## src/rtl/reg_bank_pkg.sv

```systemverilog
`default_nettype none
// ============================================================================
// reg_bank_pkg : shared types and helpers for the reg_bank register file
// Revision     : 1.0
// ============================================================================
package reg_bank_pkg;

    typedef enum logic [0:0] {
        ST_IDLE  = 1'b0,
        ST_CLEAR = 1'b1
    } state_e;

    // Byte-lane merge; callers apply it across every lane of a word.
    function automatic logic [7:0] be_merge_byte(
        input logic [7:0] i_old,
        input logic [7:0] i_new,
        input logic       i_be
    );
        return i_be ? i_new : i_old;
    endfunction

    function automatic bit params_ok(input int unsigned i_width, input int unsigned i_depth);
        return (i_width >= 8) && ((i_width % 8) == 0) &&
               (i_depth >= 2) && ((i_depth & (i_depth - 1)) == 0);
    endfunction

endpackage : reg_bank_pkg
`default_nettype wire

```

## src/rtl/reg_bank_if.sv

```systemverilog
`default_nettype none
// ============================================================================
// reg_bank_if : write/read/clear bus between command decoder and reg_bank
// Revision    : 1.0
// ============================================================================
interface reg_bank_if #(
    parameter int WIDTH = 16,
    parameter int DEPTH = 4
);
    localparam int AW = $clog2(DEPTH);
    localparam int BW = WIDTH / 8;

    logic             load;
    logic [AW-1:0]    load_addr;
    logic [BW-1:0]    load_be;
    logic [WIDTH-1:0] load_data;
    logic             clear;
    logic             rd_en;
    logic [AW-1:0]    rd_addr;
    logic [WIDTH-1:0] rd_data;
    logic             rd_valid;
    logic             rd_hit;
    logic             busy;
    logic             load_drop;

    modport master (
        output load, load_addr, load_be, load_data, clear, rd_en, rd_addr,
        input  rd_data, rd_valid, rd_hit, busy, load_drop
    );

    modport slave (
        input  load, load_addr, load_be, load_data, clear, rd_en, rd_addr,
        output rd_data, rd_valid, rd_hit, busy, load_drop
    );

endinterface : reg_bank_if
`default_nettype wire

```

## src/rtl/reg_bank_entry.sv

```systemverilog
`default_nettype none
// ============================================================================
// reg_bank_entry : one WIDTH-bit word plus valid flag, byte-enable write,
//                  synchronous zero
// Revision       : 1.0
// ============================================================================
module reg_bank_entry
    import reg_bank_pkg::*;
#(
    parameter int WIDTH = 16
) (
    input  wire               clk,
    input  wire               rst_n,
    input  wire               i_we,
    input  wire [WIDTH/8-1:0] i_be,
    input  wire [WIDTH-1:0]   i_data,
    input  wire               i_clr,
    output logic [WIDTH-1:0]  o_data,
    output logic              o_valid
);

    logic [WIDTH-1:0] r_data;
    logic             r_valid;
    logic [WIDTH-1:0] w_merged;

    for (genvar gi = 0; gi < WIDTH / 8; gi++) begin : g_byte
        assign w_merged[8*gi +: 8] = be_merge_byte(r_data[8*gi +: 8], i_data[8*gi +: 8], i_be[gi]);
    end

    // Valid is set on any accepted write, even with no byte lanes enabled.
    always_ff @(posedge clk or negedge rst_n) begin
        if (!rst_n) begin
            r_data  <= '0;
            r_valid <= 1'b0;
        end else if (i_clr) begin
            r_data  <= '0;
            r_valid <= 1'b0;
        end else if (i_we) begin
            r_data  <= w_merged;
            r_valid <= 1'b1;
        end
    end

    assign o_data  = r_data;
    assign o_valid = r_valid;

endmodule : reg_bank_entry
`default_nettype wire

```

## src/rtl/reg_bank.sv

```systemverilog
`default_nettype none
// ============================================================================
// reg_bank : DEPTH x WIDTH register bank with per-entry valid, byte-enable
//            writes, registered reads with optional bypass, sequenced clear
// Revision : 1.0
// ============================================================================
module reg_bank
    import reg_bank_pkg::*;
#(
    parameter int WIDTH  = 16,
    parameter int DEPTH  = 4,
    parameter int BYPASS = 1
) (
    input  wire       clk,
    input  wire       rst_n,
    reg_bank_if.slave bus
);

    localparam int            AW         = $clog2(DEPTH);
    localparam logic [AW-1:0] c_LAST_IDX = AW'(DEPTH - 1);

    if (!params_ok(WIDTH, DEPTH)) begin : g_param_check
        $fatal(1, "reg_bank: WIDTH must be a multiple of 8 and DEPTH a power of two >= 2");
    end

    state_e           r_state;
    state_e           w_state_next;
    logic [AW-1:0]    r_ptr;
    logic             w_sweep;
    logic             w_load_ok;
    logic             w_load_rej;

    logic [WIDTH-1:0] w_ent_data [DEPTH];
    logic [DEPTH-1:0] w_ent_valid;

    logic [WIDTH-1:0] w_rd_old;
    logic             w_rd_old_hit;
    logic [WIDTH-1:0] w_rd_fwd_data;
    logic             w_fwd;
    logic             w_rd_swept;
    logic [WIDTH-1:0] w_rd_next_data;
    logic             w_rd_next_hit;

    logic [WIDTH-1:0] r_rd_data;
    logic             r_rd_valid;
    logic             r_rd_hit;
    logic             r_load_drop;

    always_ff @(posedge clk or negedge rst_n) begin
        if (!rst_n) begin
            r_state <= ST_IDLE;
        end else begin
            r_state <= w_state_next;
        end
    end

    always_comb begin
        w_state_next = r_state;
        case (r_state)
            ST_IDLE:  if (bus.clear)            w_state_next = ST_CLEAR;
            ST_CLEAR: if (r_ptr == c_LAST_IDX)  w_state_next = ST_IDLE;
            default:                            w_state_next = ST_IDLE;
        endcase
    end

    // Clear has priority over a coincident load; any load outside IDLE is rejected.
    always_comb begin
        w_sweep    = (r_state == ST_CLEAR);
        w_load_ok  = bus.load && (r_state == ST_IDLE) && !bus.clear;
        w_load_rej = bus.load && !w_load_ok;
    end

    // Pointer parks at 0 outside a sweep so a new sweep always starts at entry 0.
    always_ff @(posedge clk or negedge rst_n) begin
        if (!rst_n) begin
            r_ptr <= '0;
        end else if (w_sweep && (r_ptr != c_LAST_IDX)) begin
            r_ptr <= r_ptr + 1'b1;
        end else begin
            r_ptr <= '0;
        end
    end

    for (genvar gi = 0; gi < DEPTH; gi++) begin : g_entry
        reg_bank_entry #(
            .WIDTH (WIDTH)
        ) u_entry (
            .clk     (clk),
            .rst_n   (rst_n),
            .i_we    (w_load_ok && (bus.load_addr == AW'(gi))),
            .i_be    (bus.load_be),
            .i_data  (bus.load_data),
            .i_clr   (w_sweep && (r_ptr == AW'(gi))),
            .o_data  (w_ent_data[gi]),
            .o_valid (w_ent_valid[gi])
        );
    end

    assign w_rd_old     = w_ent_data[bus.rd_addr];
    assign w_rd_old_hit = w_ent_valid[bus.rd_addr];
    assign w_rd_swept   = w_sweep && (r_ptr == bus.rd_addr);

    for (genvar gi = 0; gi < WIDTH / 8; gi++) begin : g_fwd_byte
        assign w_rd_fwd_data[8*gi +: 8] =
            be_merge_byte(w_rd_old[8*gi +: 8], bus.load_data[8*gi +: 8], bus.load_be[gi]);
    end

    if (BYPASS != 0) begin : g_bypass
        assign w_fwd = w_load_ok && (bus.load_addr == bus.rd_addr);
    end else begin : g_no_bypass
        assign w_fwd = 1'b0;
    end

    always_comb begin
        w_rd_next_data = w_rd_old;
        w_rd_next_hit  = w_rd_old_hit;
        if (w_rd_swept) begin
            w_rd_next_data = '0;
            w_rd_next_hit  = 1'b0;
        end else if (w_fwd) begin
            w_rd_next_data = w_rd_fwd_data;
            w_rd_next_hit  = 1'b1;
        end
    end

    always_ff @(posedge clk or negedge rst_n) begin
        if (!rst_n) begin
            r_rd_data   <= '0;
            r_rd_valid  <= 1'b0;
            r_rd_hit    <= 1'b0;
            r_load_drop <= 1'b0;
        end else begin
            r_rd_valid  <= bus.rd_en;
            r_load_drop <= w_load_rej;
            if (bus.rd_en) begin
                r_rd_data <= w_rd_next_data;
                r_rd_hit  <= w_rd_next_hit;
            end
        end
    end

    assign bus.rd_data   = r_rd_data;
    assign bus.rd_valid  = r_rd_valid;
    assign bus.rd_hit    = r_rd_hit;
    assign bus.busy      = w_sweep;
    assign bus.load_drop = r_load_drop;

endmodule : reg_bank
`default_nettype wire

```

## src/flat_wrapper.sv

```systemverilog
// flat-port wrapper written by rule: the top's interface ports become plain ports
module reg_bank_flat import reg_bank_pkg::*;
#(
    parameter int WIDTH  = 16,
    parameter int DEPTH  = 4,
    parameter int BYPASS = 1
)
  (clk, rst_n, bus_load, bus_load_addr, bus_load_be, bus_load_data, bus_clear, bus_rd_en, bus_rd_addr, bus_rd_data, bus_rd_valid, bus_rd_hit, bus_busy, bus_load_drop);
  reg_bank_if #(.WIDTH(WIDTH), .DEPTH(DEPTH)) bus_i ();
  input  wire clk;
  input  wire rst_n;
  input wire logic [$bits(bus_i.load)-1:0] bus_load;
  input wire logic [$bits(bus_i.load_addr)-1:0] bus_load_addr;
  input wire logic [$bits(bus_i.load_be)-1:0] bus_load_be;
  input wire logic [$bits(bus_i.load_data)-1:0] bus_load_data;
  input wire logic [$bits(bus_i.clear)-1:0] bus_clear;
  input wire logic [$bits(bus_i.rd_en)-1:0] bus_rd_en;
  input wire logic [$bits(bus_i.rd_addr)-1:0] bus_rd_addr;
  output wire logic [$bits(bus_i.rd_data)-1:0] bus_rd_data;
  output wire logic [$bits(bus_i.rd_valid)-1:0] bus_rd_valid;
  output wire logic [$bits(bus_i.rd_hit)-1:0] bus_rd_hit;
  output wire logic [$bits(bus_i.busy)-1:0] bus_busy;
  output wire logic [$bits(bus_i.load_drop)-1:0] bus_load_drop;
  assign bus_i.load = bus_load;
  assign bus_i.load_addr = bus_load_addr;
  assign bus_i.load_be = bus_load_be;
  assign bus_i.load_data = bus_load_data;
  assign bus_i.clear = bus_clear;
  assign bus_i.rd_en = bus_rd_en;
  assign bus_i.rd_addr = bus_rd_addr;
  assign bus_rd_data = bus_i.rd_data;
  assign bus_rd_valid = bus_i.rd_valid;
  assign bus_rd_hit = bus_i.rd_hit;
  assign bus_busy = bus_i.busy;
  assign bus_load_drop = bus_i.load_drop;
  reg_bank #(.WIDTH(WIDTH), .DEPTH(DEPTH), .BYPASS(BYPASS)) u_core (.clk(clk), .rst_n(rst_n), .bus(bus_i));
endmodule
```

## config.mk

```make
export PLATFORM = sky130hd
export DESIGN_NAME = reg_bank_flat
export DESIGN_NICKNAME = d
export VERILOG_FILES = /design/src/rtl/reg_bank_pkg.sv /design/src/rtl/reg_bank_if.sv /design/src/rtl/reg_bank_entry.sv /design/src/rtl/reg_bank.sv /design/src/flat_wrapper.sv
export SDC_FILE = /design/constraint.sdc
export NUM_CORES = 1
export LEC_CHECK = 0
export CAP_MARGIN = 20
export CORE_MARGIN = 8
export CORE_UTILIZATION = 35
export DETAILED_ROUTE_END_ITERATION = 10
export SYNTH_ARGS = -nofsm -noshare
export SYNTH_HDL_FRONTEND = slang
export SYNTH_SLANG_ARGS = --single-unit
```

## constraint.sdc

```tcl
create_clock -name clk -period 2.2 [get_ports clk]
set_input_delay 0.44 -clock clk [delete_from_list [all_inputs] [get_ports clk]]
set_output_delay 0.44 -clock clk [all_outputs]
set_load 0.01 [all_outputs]
```

=== Word-level counts from Yosys, hierarchy flattened ===
Index checks and enable logic that the tools add are counted.

* Add/subtract/negate cells: 1
* Multiply operators: 0
* Divide/modulo/power cells: 0
* Order comparisons: 2
* Eq/ne operators: 9
* Shift-type cells: 0
* Multiplexer cells: 33
* Bitwise logic cells: 2
* Reductions and logical operators: 38

{| class="wikitable"
|+ Operator list
! kind !! number
|-
| two-way mux 16 bit || 12
|-
| binary-select mux 16 bit (select 2 bit) || 1
|-
| two-way mux 8 bit || 4
|-
| nonzero test 2 bit || 12
|-
| AND reduction 2 bit || 8
|-
| logical AND 1 bit || 14
|-
| two-way mux 1 bit || 13
|-
| == test 2 bit, second input constant || 4
|-
| == test 2 x 1 -> 1 bit, second input constant || 2
|-
| == test 2 bit || 2
|-
| logical NOT 2 bit || 2
|-
| greater-or-equal comparator 3 bit, second input constant || 1
|-
| < comparator 2 x 3 -> 1 bit, second input constant || 1
|-
| inverter 2 -> 3 bit || 1
|-
| adder 2 x 1 -> 2 bit, second input constant || 1
|-
| binary-select mux 1 bit (select 2 bit) || 1
|-
| logical NOT 1 bit || 2
|-
| two-way mux 2 bit || 1
|-
| != test 2 bit, second input constant || 1
|-
| case mux 1 bit (2 select lines) || 1
|-
| inverter 1 bit || 1
|}

* Bits in registers: 90
* Bits in latches: 0
* Memory bits (writable): 0
* Memory bits (read-only): 0
* Input port bits: 27
* Output and inout port bits: 20
* Memories: 0

=== Longest topological paths before layout ===
* Depth in word-level cells: 7
* Mapped depth: 7
* Gate-level depth less buffers: 5

=== Modules after synthesis ===
A second synthesis with hierarchy kept.

* Cell total of the unflattened synthesis: 437
* Area total of the unflattened synthesis: 5087.4 um2

{| class="wikitable"
|+ Modules (own cells, without submodules)
! module !! times used !! cells an instance !! area an instance (um2)
|-
| reg_bank_entry || 4 || 77 || 879.6
|-
| reg_bank || 1 || 129 || 1569.0
|}

=== Worst setup path before layout ===
No wires, ideal clock.

* Path type: input -> register
* From: input bus_rd_addr[1]
* To: register u_core.r_rd_data[10] (netlist: u_core.bus.rd_data[10])
* Setup time: 121 ps
* Arrival time: 1648 ps
* Required time: 2079 ps
* Setup slack: 431 ps
* Stages on the path: 5
* Cell sequence: buf_6 > clkbuf_1 > mux4_2 > mux2_2 > a22o_1

* Longest elaborated chain between the ends: 7

{| class="wikitable"
|+ RTL lines
! what !! line !! source
|-
| from (decl) || flat_wrapper.sv:18 || <nowiki>input wire logic [$bits(bus_i.rd_addr)-1:0] bus_rd_addr;</nowiki>
|-
| inverter 2 -> 3 bit (not written as such) || reg_bank.sv:99 || <nowiki>assign w_rd_old = w_ent_data[bus.rd_addr];</nowiki>
|-
| binary-select mux 16 bit (select 2 bit) || reg_bank.sv:99 ||
|-
| two-way mux 16 bit (not written as such) (2 in series) || reg_bank.sv:99 ||
|-
| two-way mux 8 bit || reg_bank_pkg.sv:19 || <nowiki>return i_be ? i_new : i_old;</nowiki>
|-
| two-way mux 16 bit || reg_bank.sv:120 || <nowiki>end else if (w_fwd) begin</nowiki>
|-
| two-way mux 16 bit (*) || reg_bank.sv:117 || <nowiki>if (w_rd_swept) begin</nowiki>
|-
| to (signal assigned) || reg_bank.sv:136 || <nowiki>r_rd_data <= w_rd_next_data;</nowiki>
|-
| to (decl) || reg_bank.sv:44 || <nowiki>logic [WIDTH-1:0] r_rd_data;</nowiki>
|}

Every way passes the cells marked *; elsewhere a longest branch is shown, timed or not. The select of a mux whose other input is x is not followed.
A chain may end at the register's enable or synchronous reset.

=== Worst setup path after layout ===
* From: input bus_rd_addr[0]
* To: register u_core.r_rd_data[1] (netlist: u_core.bus.rd_data[1])

Same word-level chain as after synthesis.

==> results.md <==
Pwr:
- The switching power as a share of total power is 29.2%.
- Across the VDD grid, the largest voltage drop is 0.492 mV.
- The internal cell power is 3.67 mW.
- The share of total power dissipated in sequential elements is 40.8%.
- The switching power total is 1.51 mW.
- The static power due to leakage is 2.51 nW.
- Combinational logic is responsible for 24.7% of the overall power.
- The share of total power dissipated in the clock network is 34.6%.
- The power density relative to cell area is 954 nW/µm².

Setup path:
- The worst setup path is launched from an input port.
- The worst reg2reg path startpoint is u_core.bus.busy.
- The required time reported for the critical path endpoint is 2.43 ns.
- In this run the worst path has a maximum fanout of 8.
- The endpoint of the most critical register-to-register path is u_core.bus.rd_data[3].
- Measured in cells, the most critical reg-to-reg path has a length of 6.
- The element type at the critical path end is a flip-flop.
- Across all register-to-register paths, the minimum setup slack is 0.45 ns.
- The critical path class is in2reg.
- At the worst endpoint, the arrival time is 2.24 ns.

Global routing:
- The wire length of the first global-routing pass is 18400 µm.
- The number of antenna violations at the first check in global routing was 0.
- Across every metal layer, demand over resource in global routing totals 14.8%.
- Global routing consumed, on the met3 layer, 4.22% of the routing resources.
- The total overflow reported by the global router is 0.
- The routing layer with the top usage in global route is met2.
- Entering global routing, the biggest net connects 32 pins.
- The number of global-route vias before repair was 3294.
- Global routing consumed, on the met1 layer, 19.9% of the routing resources.
- Global routing used 23.4% of the available met2 tracks.

Timing:
- The max-slew violation count is 0.
- For the pin with the worst max-slew slack, the measured transition is 0.462 ns.
- Headroom to the max-slew limit came out at 69.1%.
- The final hold violation count is 0.
- Setup violations remaining at the end of the flow were counted as 0.
- Of the available clock period, the critical path in the final layout requires 91.6%.
- Subtracting the final worst setup slack from the clock period gives 2.02 ns.
- The fmax is 496 MHz.
- Setup repair after global routing left no endpoint under its margin.
- Summed over all failing endpoints, the final setup total negative slack is 0 ns.
- Clock skew on the completed layout was measured at 0.00713 ns.

Clock tree:
- The clock tree synthesis step divided the H-tree into 3 levels.
- The deepest clock path buffer count is 2.
- In this run, CTS created clock tree buffers numbering 9.
- The clock root buffer master is clkbuf_16.
- The number of clock sinks is 90.
- The clock tree from TritonCTS is yes.
- Clock latency on the worst-skew pair, taken at its later pin, is 0.35 ns.
- Once the clock tree was built, the resizer swapped 0 gates to a different size.
- The number of buffers added to fix hold violations after cts is 0.
- The clock-pin slew reported for the worst setup and hold paths after clock tree synthesis is 0.06 ns.
- The number of setup buffers added after CTS is 0.

Floorplan:
- During I/O placement, the number of pins put on the boundary was 47.
- The full die area is 15900 µm².
- The starting utilization of the core area is 35.5%.
- The die span in y is 126 µm.
- The initialized floorplan defines 40 standard-cell rows.
- From left edge to right edge, the die measures 126 µm.
- The standard cell core area is 11900 µm².

Synthesis:
- The yosys synthesis warning count is 0.
- The most frequently used cell type in the post-synthesis netlist is dfrtp_1.
- The synthesized cell area is 4230 µm².
- For this run, asynchronously set or reset flops after synthesis account for 100%.
- The flip-flop cell with the highest count after synthesis is dfrtp_1.
- The sequential share of the synthesized area is 53.2%.
- The number of unique standard cell types used by synthesis is 31.
- In this run, synthesis inferred 0 flip-flops with an integrated enable.
- After synthesis, the cell types taking the most area are dfrtp_1 53%, o21ai_0 7.5%, mux4_1 6.8%.
- Counting every instance in the synthesized netlist gives 371.
- Ranked by instance count, the synthesized netlist is headed by 90 x dfrtp_1, 63 x o21ai_0, 48 x nand3_1, 36 x nand2_1, 21 x inv_1.
- A synthesized cell averages 11.4 µm².
- The synthesized flop and latch total is 90.
- The post-synthesis net count is 402.
- In this run the biggest area consumer among cell types represents 53.2% of the synthesized area.
- The most area-hungry cell type in the Yosys netlist is dfrtp_1.

Place:
- The number of port buffers is 46.
- The placer congestion estimate is 0.782.
- The standard cell area after detailed placement is 5080 µm².
- The post-detailed-placement half-perimeter wirelength is 7610 µm.

Layout:
- The finished cells cover 5430 µm².
- The layout cell share with drive strength beyond 1 is 18.0%.
- The antenna cell count is 0.
- The relative area change from synthesis to final layout is 28.3%.
- The net count of the finished layout is 476.

Min path:
- The class of the most critical hold timing path is in2async.

Routing:
- The number of optimization iterations in the first detailed-route pass is 5.
- The total routed wirelength is 11200 µm.
- The via density per instance is 5.28.
- After detailed routing, the number of remaining DRC violations is 0.
- The detail route stage leaves a number of antenna-violating nets equal to 0.
- The number of vias after detailed routing is 3155.
- The detailed router finished its first iteration with 266 violations.
- Dividing the detail-routed wire length by the instance count gives 18.8 µm.

Run status:
- The flow ran to the end, and the final reports show no timing, DRC or antenna violations.

Run:
- Max-cap violations in this run came to 0.
## metrics by stage
stage	hold slack [ns]	power [mW]	utilization (%)	setup WS [ns]	cells
finish	0.0365	5.18	45.6	0.185	597
global route	0.0630	5.42	45.6	0.128	597
CTS	0.0496	5.22	45.6	0.186	597
detailed placement	0.418	3.41	42.7	-0.170	581
global placement	0.410	3.38	42.7	-0.128	581
floorplan	0.144	2.80	-	0.431	371
## final cells by class
cell class,count,area [µm²]
fill,1112,6480
sequential,90,2250
multi-input combinational,238,1780
timing repair buffer,85,788
clock buffer,12,246
tap,147,184
clock inverter,4,98.8
inverter,21,78.8
## worst max-delay path by stage
stage | slack, ns | start | to | depth (start not counted)
floorplan | 0.43 | bus_rd_addr[1] | u_core.bus.rd_data[10] | 5
global placement | -0.13 | bus_rd_addr[0] | u_core.bus.rd_data[6] | 5
detailed placement | -0.17 | bus_rd_addr[0] | u_core.bus.rd_data[1] | 5
CTS | 0.19 | bus_rd_addr[0] | u_core.bus.rd_data[1] | 5
global route | 0.13 | bus_rd_addr[0] | u_core.bus.rd_data[1] | 5
finish | 0.18 | bus_rd_addr[0] | u_core.bus.rd_data[1] | 5
## kinds of logic after synthesis
logic type	Yosys count	synth area share, %
multiplexers	35	14.7
AND/OR/NAND/NOR	105	12.3
buffers and inverters	43	4.73
flip-flops	90	53.2
adder cells (fa/ha/maj)	4	1.18
XOR/XNOR	4	1.01
AO/OA/AOI/OAI	90	12.8
## critical path, cell delays in order
cell,delay [ns]
clkdlybuf4s50_1,0.53
buf_4,0.22
mux4_1,0.57
mux2_2,0.28
a22o_1,0.20
## metal layers
metal	vias to the layer above	share of wire [%]
met5	-	0
met4	0	0.72
met3	6	5.2
met2	87	46
met1	1574	48
li1	1488	-
## layout by cell type, fill, tap and decap left out, drive strengths merged
cell / n
clkinv: 1
a32o: 2
ha: 4
nor2b: 4
clkdlybuf4s50: 45
mux2: 15
and2: 1
bufinv: 3
and3: 2
inv: 21
xnor2: 4
dfrtp: 90
mux2i: 3
a21oi: 5
a31oi: 3
nand4: 5
nand3: 48
buf: 40
a22o: 16
nor3b: 2
and4: 1
clkbuf: 12
mux4: 17
o21ai: 63
nor2: 5
nand2b: 1
nand2: 36
o21a: 1
## sequential cells by signal, indices dropped and copies added, names as in the netlist
name / flops
u_core.r_ptr: 2
u_core.bus.rd_data: 16
u_core.bus.busy: 1
u_core.g_entry.u_entry.o_valid: 4
u_core.bus.rd_hit: 1
u_core.bus.rd_valid: 1
u_core.g_entry.u_entry.o_data: 64
u_core.bus.load_drop: 1
## power by group through the flow
stage               registers (mW)  logic, mW  clock network [mW]
floorplan                     2.13      0.669                   0
CTS                           2.11       1.28                1.82
global route                  2.14       1.40                1.89
detailed placement            2.14       1.28                   0
global placement              2.13       1.26                   0
finish                        2.11       1.28                1.79
Power figures use the tool's default switching activity.
